## src/rtl/invert8_pkg.sv

```systemverilog
// Shared component constants for the invert8 NOT stage and its neighbours in
// ALU/logic datapaths.
package invert8_pkg;

  localparam int unsigned INV_WIDTH_DEFAULT = 8;
  localparam int unsigned INV_WIDTH_MAX     = 64;

  // Reset value of the registered result, sliced down to the instance width.
  localparam logic [INV_WIDTH_MAX-1:0] INV_FQ_RST = '0;

endpackage : invert8_pkg

```

## src/rtl/invert8.sv

```systemverilog
// Bitwise inverter: zero-latency combinational F = ~A, plus a registered copy
// F_Q with load enable and asynchronous active-high reset.
module invert8
  import invert8_pkg::*;
#(
  parameter int unsigned WIDTH = INV_WIDTH_DEFAULT
) (
  output logic [WIDTH-1:0] F,
  input  logic [WIDTH-1:0] A,
  input  logic             clk,
  input  logic             rst,
  input  logic             EN,
  output logic [WIDTH-1:0] F_Q
);

  logic [WIDTH-1:0] fq_d;
  logic [WIDTH-1:0] fq_q;

  // Pure bitwise NOT, so an X/Z on one operand bit only disturbs that bit.
  assign F = ~A;

  // NOTE: every always_comb output gets a default first so no path leaves it
  // unassigned; otherwise synthesis infers a latch to hold the old value.
  always_comb begin
    fq_d = fq_q;
    if (EN) begin
      fq_d = ~A;
    end
  end

  // NOTE: sequential state uses non-blocking assignments so all flops sample
  // their inputs from the same edge, regardless of process evaluation order.
  always_ff @(posedge clk or posedge rst) begin
    if (rst) begin
      fq_q <= INV_FQ_RST[WIDTH-1:0];
    end else begin
      fq_q <= fq_d;
    end
  end

  assign F_Q = fq_q;

endmodule : invert8

```

## config.mk

```make
export PLATFORM = sky130hd
export DESIGN_NAME = invert8
export DESIGN_NICKNAME = d
export VERILOG_FILES = /design/src/rtl/invert8_pkg.sv /design/src/rtl/invert8.sv
export SDC_FILE = /design/constraint.sdc
export NUM_CORES = 1
export LEC_CHECK = 0
export BUFFER_PORTS_ARGS = -buffer_cell sky130_fd_sc_hd__buf_2
export CORE_AREA = 2 2 39 41
export DETAILED_ROUTE_END_ITERATION = 7
export DIE_AREA = 0 0 41 43
export HOLD_SLACK_MARGIN = 0.15
export PLACE_DENSITY_LB_ADDON = 0.25
export REMOVE_ABC_BUFFERS = 1
export SYNTH_ARGS = -nofsm -noshare
export SYNTH_HDL_FRONTEND = slang
export SYNTH_SLANG_ARGS = --single-unit
```

## constraint.sdc

```tcl
create_clock -name clk -period 0.9 [get_ports clk]
set_clock_uncertainty 0.1 [all_clocks]
set_input_delay 0.27 -clock clk [delete_from_list [all_inputs] [get_ports clk]]
set_output_delay 0.27 -clock clk [all_outputs]
set_load 0.01 [all_outputs]
```

==> results.md, run 1 <==
* CTS root buf: clkbuf_4
* Leak at 0.000331 µW
* Synth Register Bits at 8
* Die H at 43 µm
* R2R depth at 2
* Die ar. at 1760 µm²
* Finished Layout Cells at 82
* Area share of the largest cell type after synthesis at 0.620
* Post-Route Utilization at 0.439
* Netlist Area Pre-Place at 323 µm²
* R2r endpoint: F_Q[7]$_DFFE_PP0P_
* Final slew viol count at 0
* CP arrival at 0.76 ns
* Failing checks: setup timing
* # H-tree levels at 1
* Clock power share at 0.292
* Post-route DRC at 0
* Footprint of the multi-input gates at 77.6 µm²
* Row cnt at 14
* GRT Util Overall at 0.0883
* Minimum hold slack at 0.0860 ns
* TritonCTS clock tree: yes
* RSZ-0062 raised after global routing: true
* Fmax at 0.888 GHz
* Max incr delay on CP at 0.37 ns
* CP Depth at 1
* Final Setup Violations at 9
* Crit Path Class: reg2out
* Hold Crit Class: in2reg
* Reg power frac at 0.459
* Hold-fix buffers, CTS at 1
* Starting density of the core at 0.233
* Sw Pwr at 216 µW
* Largest cells by area after synthesis: dfrtp_1 (62%), inv_1 (10%), mux2_2 (10%)
* Final min period at 1.13 ns
* Synth Area in Compound Gates at 0.0775
* Distinct cells, synth at 6
* ANT nets after route at 0
* Clock Latency Late Sink at 0.24 ns
* Final Hold Fails at 0
* Filler cells at 144
* Final setup margin at -0.226 ns
* Synth Warn # at 0
* Critical path endpoint category: primary output
* Combinational share of power at 0.249
* Synth Area in Adders at 0
* Mapped Cells at 31
* Internal Power at 674 µW
* Largest family of logic cells by synthesized area: buffers and inverters
* Vias in the first global route at 264
* Hold EP: F_Q[5]$_DFFE_PP0P_
* Total CTS buffers at 3
* Sum Neg Setup Slack at -1.81 ns
* Slowest CP cell: dfrtp_1
* Area Growth Syn to Fin at 88.4%
* Pwr Density at 1460 nW/µm²
* Reg-to-reg slack, setup at -0.05 ns
* Max Buffers Root-to-Sink at 2
* VDD IR-drop max at 0.000534 V
* Crit Reg-Reg Startpoint: F_Q[7]$_DFFE_PP0P_
* Status: finished with violations
* Largest net degree at the start of global routing at 11
* Max_cap viols at 0
* # diodes at 0
* Core footprint at 1380 µm²
* Initial antenna violation count at 0
* Placed insts at 74
* Data required, critical path at 0.53 ns
* Wire per inst at 8.55 µm
* Sequential area share after synthesis at 0.620
* Worst hold start: A[5]
* Vias per inst at 3.89
* Final Cycle Share at 1.25
* Xor/xnor cell area share of the yosys netlist at 0
* Post-synthesis mux area share at 0.105
* Mean Syn Cell Area at 10.4 µm²
* Post-detail-place hpwl at 539 µm
* Yosys top cell by area: dfrtp_1
* Total wire length at 701 µm
* Global route total overflow at 0
* Vias at 319
* CP Launch Type: flop
* Worst Tran Pin Value at 0.286 ns
* CP bufs+invs at 1
* Final Wtd Congestion at 0.571
* Port Buffer Count at 26
* Die Span X at 41 µm
* Switching Share at 0.243
* Iteration-0 DRC Markers at 1
* Clk sink count at 8
* Clock Pin Slew Worst Setup and Hold Paths at 0.05 ns
* First-pass GRT wire length at 979 µm
* Max FFs per register at 8
* CP cell instances: buf_2
* Worst hold path cell count at 2
* Drt first pass iters at 3
* Nets@finish at 79
* Sequential cell area at 200 µm²
* Simple-gate share of the synthesized area at 0.0581
* Relative slew slack at 0.809
* Crit path max fanout at 2
* Share of layout cells above drive strength 1 at 0.667
* I/O pins at 27
* Largest delay contributor family on the critical path: flip-flops
==> Yosys cell counts <==
cell,count
inv_1,9
nor2_1,5
a21oi_1,5
buf_6,1
dfrtp_1,8
mux2_2,3
==> power by group through the flow <==
stage                     Clock [µW]  Combinational, µW  Sequential (µW)
after global routing             291                245              412
after detailed placement           0                165              416
final                            260                222              409
after floorplan                    0               53.2              433
after global placement             0                163              415
after CTS                        275                179              410
==> metal layers <==
metal | up-vias | routed length, µm | GRT usage | part of all wire
met5 | - | 0 | 0 | 0
met4 | 0 | 0 | 0.0800 | 0
met3 | 0 | 60 | 0.0314 | 0.086
met2 | 12 | 367 | 0.122 | 0.52
met1 | 141 | 273 | 0.100 | 0.39
li1 | 166 | - | - | -
==> worst reg2reg max path: cells and delay by family, from the launching register on <==
family / cells / cell delay, ns
flops: 1 / 0.37
mux: 1 / 0.24
buf+inv: 1 / 0.13
==> cell families after synthesis <==
group | count (synthesis)
and+or+nand+nor | 5
DFF | 8
muxes | 3
buffers and inverters | 10
AOI/OAI and AO/OA | 5
==> cell type report <==
type	count	share of cell area
inverters	9	0.0556
repair buffers	33	0.418
clock buffers	3	0.0370
flip-flops and latches	8	0.329
well taps	16	0.0329
multi-input cells	13	0.128
==> worst max path at each step <==
stage | slack, ns | to | startpoint
CTS | -0.24 | F_Q[6] | F_Q[6]$_DFFE_PP0P_
global route | -0.26 | F_Q[5] | F_Q[5]$_DFFE_PP0P_
detailed placement | -0.06 | F_Q[7]$_DFFE_PP0P_ | EN
finish | -0.23 | F_Q[0] | F_Q[0]$_DFFE_PP0P_
floorplan | 0.03 | F_Q[0]$_DFFE_PP0P_ | F_Q[0]$_DFFE_PP0P_
global placement | -0.05 | F_Q[0]$_DFFE_PP0P_ | EN
==> cell usage in the layout, fill, tap and decap left out <==
master,instances
buf_2,15
buf_6,11
dfrtp_1,8
inv_2,6
buf_4,6
nor2_1,5
a21oi_1,5
inv_1,3
mux2_2,3
clkbuf_4,3
dlygate4sd3_1,1
==> per-stage QoR <==
stage	worst slack, ns	instance area (µm²)	total power [µW]
after floorplan	0.0307	312	486
after global placement	-0.0495	477	578
after detailed placement	-0.0553	477	581
after CTS	-0.242	528	864
after global routing	-0.257	608	949
final	-0.226	608	891
==> timing repair <==
action,CTS,global route
endpoints found under the hold margin,12,4
endpoints found under the setup margin,12,16
buffers inserted,0,4
gates resized for setup,6,11
Power figures use the tool's default switching activity.
==> run 2: changes to the inputs <==
Settings changed: ABC_AREA from default to 1, CAP_MARGIN from default to 20, PLACE_DENSITY from default to 0.58, PLACE_DENSITY_LB_ADDON 0.25 to default.
==> run 2 against run 1 <==
The run still ends with setup timing left. Cell area grew 20%. Global-route usage up 2.8 points. Sequential cell count stayed put. Core utilization grew 8.9 points. Critical endpoint unchanged. Largest power group unchanged. Highest routed layer unchanged.
==> results.md, run 2 <==
* First-pass GRT wire length at 1.36 mm (+39%)
* Mapped Cells at 43 (+39%)
* Final setup margin at -0.224 ns (+0.00170 ns)
* Failing checks: setup timing
* Area share of the largest cell type after synthesis at 0.590 (-0.0297)
* R2r endpoint: F_Q[6]$_DFFE_PP0P_
* Final Setup Violations at 10 (+1)
* I/O pins at 27 (unchanged)
* Data required, critical path at 0.53 ns (about the same)
* Final Hold Fails at 0 (unchanged)
* TritonCTS clock tree: yes
* Total CTS buffers at 3 (unchanged)
* Primary FF master, synth: dfrtp_1
* Iteration-0 DRC Markers at 4 (+3)
* Hold EP: F_Q[7]$_DFFE_PP0P_
* Critical path endpoint category: primary output
* Largest cells by area after synthesis: dfrtp_1 (59%), nand2_1 (27%), inv_1 (10%)
* Synth Warn # at 0 (unchanged)
* Largest delay contributor family on the critical path: flip-flops
* Port Buffer Count at 26 (unchanged)
* Vias in the first global route at 368 (+39%)
* Worst hold start: A[7]
* Initial antenna violation count at 0 (unchanged)
* Row cnt at 14 (unchanged)
* Clock Latency Late Sink at 0.24 ns (about the same)
* Total wire length at 952 µm (+36%)
* RSZ-0062 raised after global routing: true
* Drt first pass iters at 3 (unchanged)
* Final slew viol count at 0 (unchanged)
* Hold Crit Class: in2reg
* Clock Pin Slew Worst Setup and Hold Paths at 0.05 ns (about the same)
* Area Growth Syn to Fin at 115%
* CP Launch Type: flop
* Max Buffers Root-to-Sink at 2 (unchanged)
* Reg-to-reg slack, setup at -0.02 ns (+0.03 ns)
* Synth Register Bits at 8 (unchanged)
* # H-tree levels at 1 (unchanged)
* Die ar. at 1760 µm² (unchanged)
* Post-synth EDFFs at 0 (unchanged)
* Final Wtd Congestion at 0.640 (+12%)
* ANT nets after route at 0 (unchanged)
* Final Cycle Share at 1.25 (-0.00189)
* R2R depth at 4 (+2)
* Most frequent cells in the layout: nand2_1 (24), buf_4 (18), buf_2 (13), buf_6 (13), inv_2 (9)
* Max_cap viols at 0 (unchanged)
* Post-route DRC at 0 (unchanged)
* CTS root buf: clkbuf_4
* Vias at 424 (+33%)
* Post-detail-place hpwl at 617 µm (+15%)
* Sequential area share after synthesis at 0.590 (-0.0297)
* Mean Syn Cell Area at 7.89 µm² (-24%)
* Commonest non-fill, non-tap cell in the layout: nand2_1
* # diodes at 0 (unchanged)
* Starting density of the core at 0.245 (+0.0118)
* CP cell instances: buf_2
* Netlist Area Pre-Place at 339 µm² (+5.0%)
* Crit Path Class: reg2out
* Max incr delay on CP at 0.37 ns (about the same)
* Global route total overflow at 0 (unchanged)
* Pwr Density at 1310 nW/µm² (-11%)
* CP arrival at 0.75 ns (about the same)
* GRT Util Overall at 0.116 (+0.0278)
* Leak at 0.000443 µW (+34%)
* Fmax at 0.890 GHz (+0.15%)
* Worst Tran Pin Value at 0.185 ns (-0.102 ns)
* Distinct cells, synth at 5 (-1)
* Footprint of the multi-input gates at 90.1 µm² (+16%)
* Nets@finish at 103 (+30%)
* Yosys top cell by area: dfrtp_1
* Largest net degree at the start of global routing at 9 (-2)
* CP bufs+invs at 1 (unchanged)
* VDD IR-drop max at 0.000847 V (+59%)
* Wire per inst at 8.98 µm (+5.1%)
* Filler cells at 138 (-4.2%)
* Post-Route Utilization at 0.528 (+0.0886)
* Top-count cell post-synth: nand2_1
* Relative slew slack at 0.876 (+0.0676)
* Die Span X at 41 µm (unchanged)
* Vias per inst at 4.00 (+2.8%)
* Crit Reg-Reg Startpoint: F_Q[6]$_DFFE_PP0P_
* Critical path origin: F_Q[0]$_DFFE_PP0P_
* Core footprint at 1380 µm² (unchanged)
* Clk sink count at 8 (unchanged)
* Max FFs per register at 8 (unchanged)
* Crit path max fanout at 2 (unchanged)
* Die H at 43 µm (unchanged)
* Post-synth top cells: nand2_1 (24), inv_1 (9), dfrtp_1 (8), buf_6 (1), inv_2 (1)
* Worst hold path cell count at 4 (+2)
* Overall power at 954 µW (+7.1%)
* Slowest CP cell: dfrtp_1
* Synth async-reset ratio at 1.00 (unchanged)
* Status: finished with violations
* Share of layout cells above drive strength 1 at 0.633 (-0.0333)
* Final min period at 1.12 ns (-0.00170 ns)
* Sequential cell area at 200 µm² (unchanged)
## run 2: cell count changes after synthesis
cell	delta
nor2_1	-5
a21oi_1	-5
nand2_1	+24
inv_2	+1
mux2_2	-3
## run 2: how the worst max path moves through the flow
stage | depth (start not counted) | end
3_5_place_dp | 3 | F[2]
4_1_cts | 1 | F_Q[7]
2_1_floorplan | 0 | F_Q[0]
5_1_grt | 1 | F_Q[5]
6_report | 1 | F_Q[0]
3_3_place_gp | 3 | F[3]
## run 2: final cells by class
type,count,area share
multi-input combinational,24,0.123
sequential,8,0.274
clock buffer,3,0.0308
tap,16,0.0274
inverter,10,0.0565
timing repair buffer,45,0.488
## run 2: layer usage
| metal | GRT usage | wire length [µm] |
|---|---|---|
| met1 | 0.141 | 373 |
| met5 | 0 | 0 |
| met2 | 0.178 | 513 |
| met3 | 0.0471 | 65 |
| met4 | 0.0400 | 0 |
## run 2: where the power goes
part | switching, µW | leakage [µW] | internal, µW
clock | 111 | 0.0000138 | 152
combinational | 116 | 0.000332 | 169
sequential | 13.3 | 0.0000974 | 392
## run 2: cell families after synthesis
logic type             synth area share
buffers and inverters             0.144
DFF                               0.590
and+or+nand+nor                   0.266
## run 2: worst register-to-register path: cells and delay by family, from the launching register on
family	cells	cell delay, ns
buffers and inverters	2	0.25
and+or+nand+nor	2	0.09
DFF	1	0.37
## run 2: through the flow
stage	instances	TNS [ns]	hold WS [ns]	setup slack, ns	cell area, µm²
after global routing	106	-2.19	0.163	-0.270	731
after floorplan	42	0	-0.0143	0.145	328
final	106	-1.77	0.145	-0.224	731
after CTS	100	-1.83	0.153	-0.235	613
after global placement	92	-0.0342	0.133	-0.00594	538
after detailed placement	92	-0.107	0.136	-0.0249	538
## run 2: what timing repair did
action / in CTS / in global routing
pin swaps: 0 / 0
setup endpoints to repair: 16 / 23
endpoints found under the hold margin: 8 / 0
gates resized for setup: 10 / 12
setup buffers: 4 / 6
hold buffers: 1 / 0
==> run 3: changes to the inputs <==
Settings changed: CTS_CLUSTER_SIZE from default to 20, PLACE_DENSITY 0.58 to default.
==> run 3 against run 2 <==
The flow still finishes with violations (setup timing). Hold slack got worse by 0.0013 ns. Sequential cell count stayed put. Global-route usage grew 1.1 points. Cell area fell by 0.68%. First-iteration DRC count fell by 25%. Count of clock-buffer cells in the layout unchanged. Largest cell class unchanged.
==> results.md, run 3 (synthesized netlist as in run 2, its figures left out) <==
* Footprint of the multi-input gates at 92.6 µm² (+2.8%)
* Die H at 43 µm (unchanged)
* Uppermost routed layer: met3
* Total wire length at 954 µm (+0.21%)
* RSZ-0062 raised after global routing: true
* Final setup margin at -0.236 ns (-0.0119 ns)
* Failing checks: setup timing
* Hold Crit Class: in2reg
* Leak at 0.000439 µW (-1.1%)
* Vias in the first global route at 390 (+6.0%)
* Largest delay contributor family on the critical path: flip-flops
* Clk sink count at 8 (unchanged)
* # diodes at 0 (unchanged)
* Status: finished with violations
* Worst Tran Pin Value at 0.191 ns (+0.00596 ns)
* Row cnt at 14 (unchanged)
* Final Cycle Share at 1.26 (+0.0132)
* Post-route DRC at 0 (unchanged)
* Sequential cell area at 200 µm² (unchanged)
* TritonCTS clock tree: yes
* Max FFs per register at 8 (unchanged)
* Starting density of the core at 0.245 (unchanged)
* Final min period at 1.14 ns (+0.0119 ns)
* CP bufs+invs at 1 (unchanged)
* Slowest CP cell: dfrtp_1
* GRT Util Overall at 0.128 (+0.0114)
* Design area at 726 µm² (-0.68%)
* Relative slew slack at 0.872 (-0.00398)
* Sum Neg Setup Slack at -1.82 ns (-0.0490 ns)
* CTS root buf: clkbuf_4
* Routed met3 length at 70 µm (+7.7%)
* Max_cap viols at 0 (unchanged)
* ANT nets after route at 0 (unchanged)
* VDD IR-drop max at 0.000805 V (-5.0%)
* Pwr Density at 1330 nW/µm² (+1.7%)
* Max incr delay on CP at 0.39 ns (+0.02 ns)
* Data required, critical path at 0.53 ns (about the same)
* WL met2 at 544 µm (+6.0%)
* Final Setup Violations at 10 (unchanged)
* Fmax at 0.881 GHz (-1.0%)
* Clock Pin Slew Worst Setup and Hold Paths at 0.05 ns (about the same)
* CP arrival at 0.77 ns (+0.02 ns)
* Drt first pass iters at 3 (unchanged)
* Initial antenna violation count at 0 (unchanged)
* Wl on met1 at 340 µm (-8.8%)
* Wire per inst at 9.09 µm (+1.2%)
* Final Wtd Congestion at 0.614 (-4.0%)
* Share of layout cells above drive strength 1 at 0.640 (+0.00712)
* CP cell instances: buf_6
* Clock Latency Late Sink at 0.25 ns (about the same)
* Max Buffers Root-to-Sink at 2 (unchanged)
* Port Buffer Count at 26 (unchanged)
* Post-Route Utilization at 0.524 (-0.00362)
* Pre-CTS setup slack at -0.0291 ns (-0.00417 ns)
* Largest net degree at the start of global routing at 9 (unchanged)
* Crit path max fanout at 2 (unchanged)
* Area Growth Syn to Fin at 114%
* Die Span X at 41 µm (unchanged)
* I/O pins at 27 (unchanged)
* Commonest non-fill, non-tap cell in the layout: nand2_1
* Vias per inst at 4.05 (+1.2%)
* First-pass GRT wire length at 1.50 mm (+10%)
* Die ar. at 1760 µm² (unchanged)
* Crit Path Class: reg2out
* CP Launch Type: flop
* Core footprint at 1380 µm² (unchanged)
* Nets@finish at 102 (-0.97%)
* Final slew viol count at 0 (unchanged)
* Placed Instance Area at 538 µm² (unchanged)
* Global route total overflow at 0 (unchanged)
* Iteration-0 DRC Markers at 3 (-1)
* Total CTS buffers at 3 (unchanged)
* Critical path endpoint category: primary output
* Minimum hold slack at 0.143 ns (-0.00134 ns)
* Filler cells at 148 (+7.2%)
* Most frequent cells in the layout: nand2_1 (23), buf_4 (17), buf_2 (13), buf_6 (13), inv_2 (9)
* Final Hold Fails at 0 (unchanged)
* # H-tree levels at 1 (unchanged)
* Post-detail-place hpwl at 661 µm (+7.1%)
* Vias at 425 (+0.24%)
-- run 3: report_power, final --
group | internal [µW] | switching, µW
clock | 153 | 120
combinational | 167 | 117
sequential | 392 | 14.5
-- run 3: metal layers --
layer | vias up | track usage
li1 | 215 | -
met1 | 195 | 0.119
met2 | 15 | 0.228
met3 | 0 | 0.0419
met4 | 0 | 0.0600
met5 | - | 0
-- run 3: tightest hold or removal path, cell delays in order --
cell and delay, ns:
buf_6 0.07, inv_2 0.03, nand2_1 0.04, nand2_1 0.04
-- run 3: final timing paths --
path                                         start                  to  slack (ns)  cells after the start
min in group asynchronous                      rst  F_Q[3]$_DFFE_PP0P_        0.39                      3
worst max-delay path            F_Q[0]$_DFFE_PP0P_              F_Q[0]       -0.24                      1
max in group asynchronous                      rst  F_Q[1]$_DFFE_PP0P_        0.15                      3
worst min-delay path                          A[5]  F_Q[5]$_DFFE_PP0P_        0.14                      4
worst max register to register  F_Q[2]$_DFFE_PP0P_  F_Q[2]$_DFFE_PP0P_       -0.01                      4
worst min register to register  F_Q[4]$_DFFE_PP0P_  F_Q[4]$_DFFE_PP0P_        0.37                      2
-- run 3: final cells by class --
type,count,share of cell area
tap,16,0.0276
clock buffer,3,0.0310
multi-input combinational,24,0.128
inverter,10,0.0569
timing repair buffer,44,0.481
sequential,8,0.276
-- run 3: what timing repair did --
item                       4_1_cts  5_1_grt
gates resized for setup         13       10
setup endpoints to repair       16       23
buffers inserted                 5        4
hold endpoints to repair         8        0
hold buffers                     1        0
-- run 3: per-stage QoR --
step	instances	power (µW)
after floorplan	42	488
after global placement	92	594
after detailed placement	92	599
after CTS	101	930
after global routing	105	1030
final	105	963
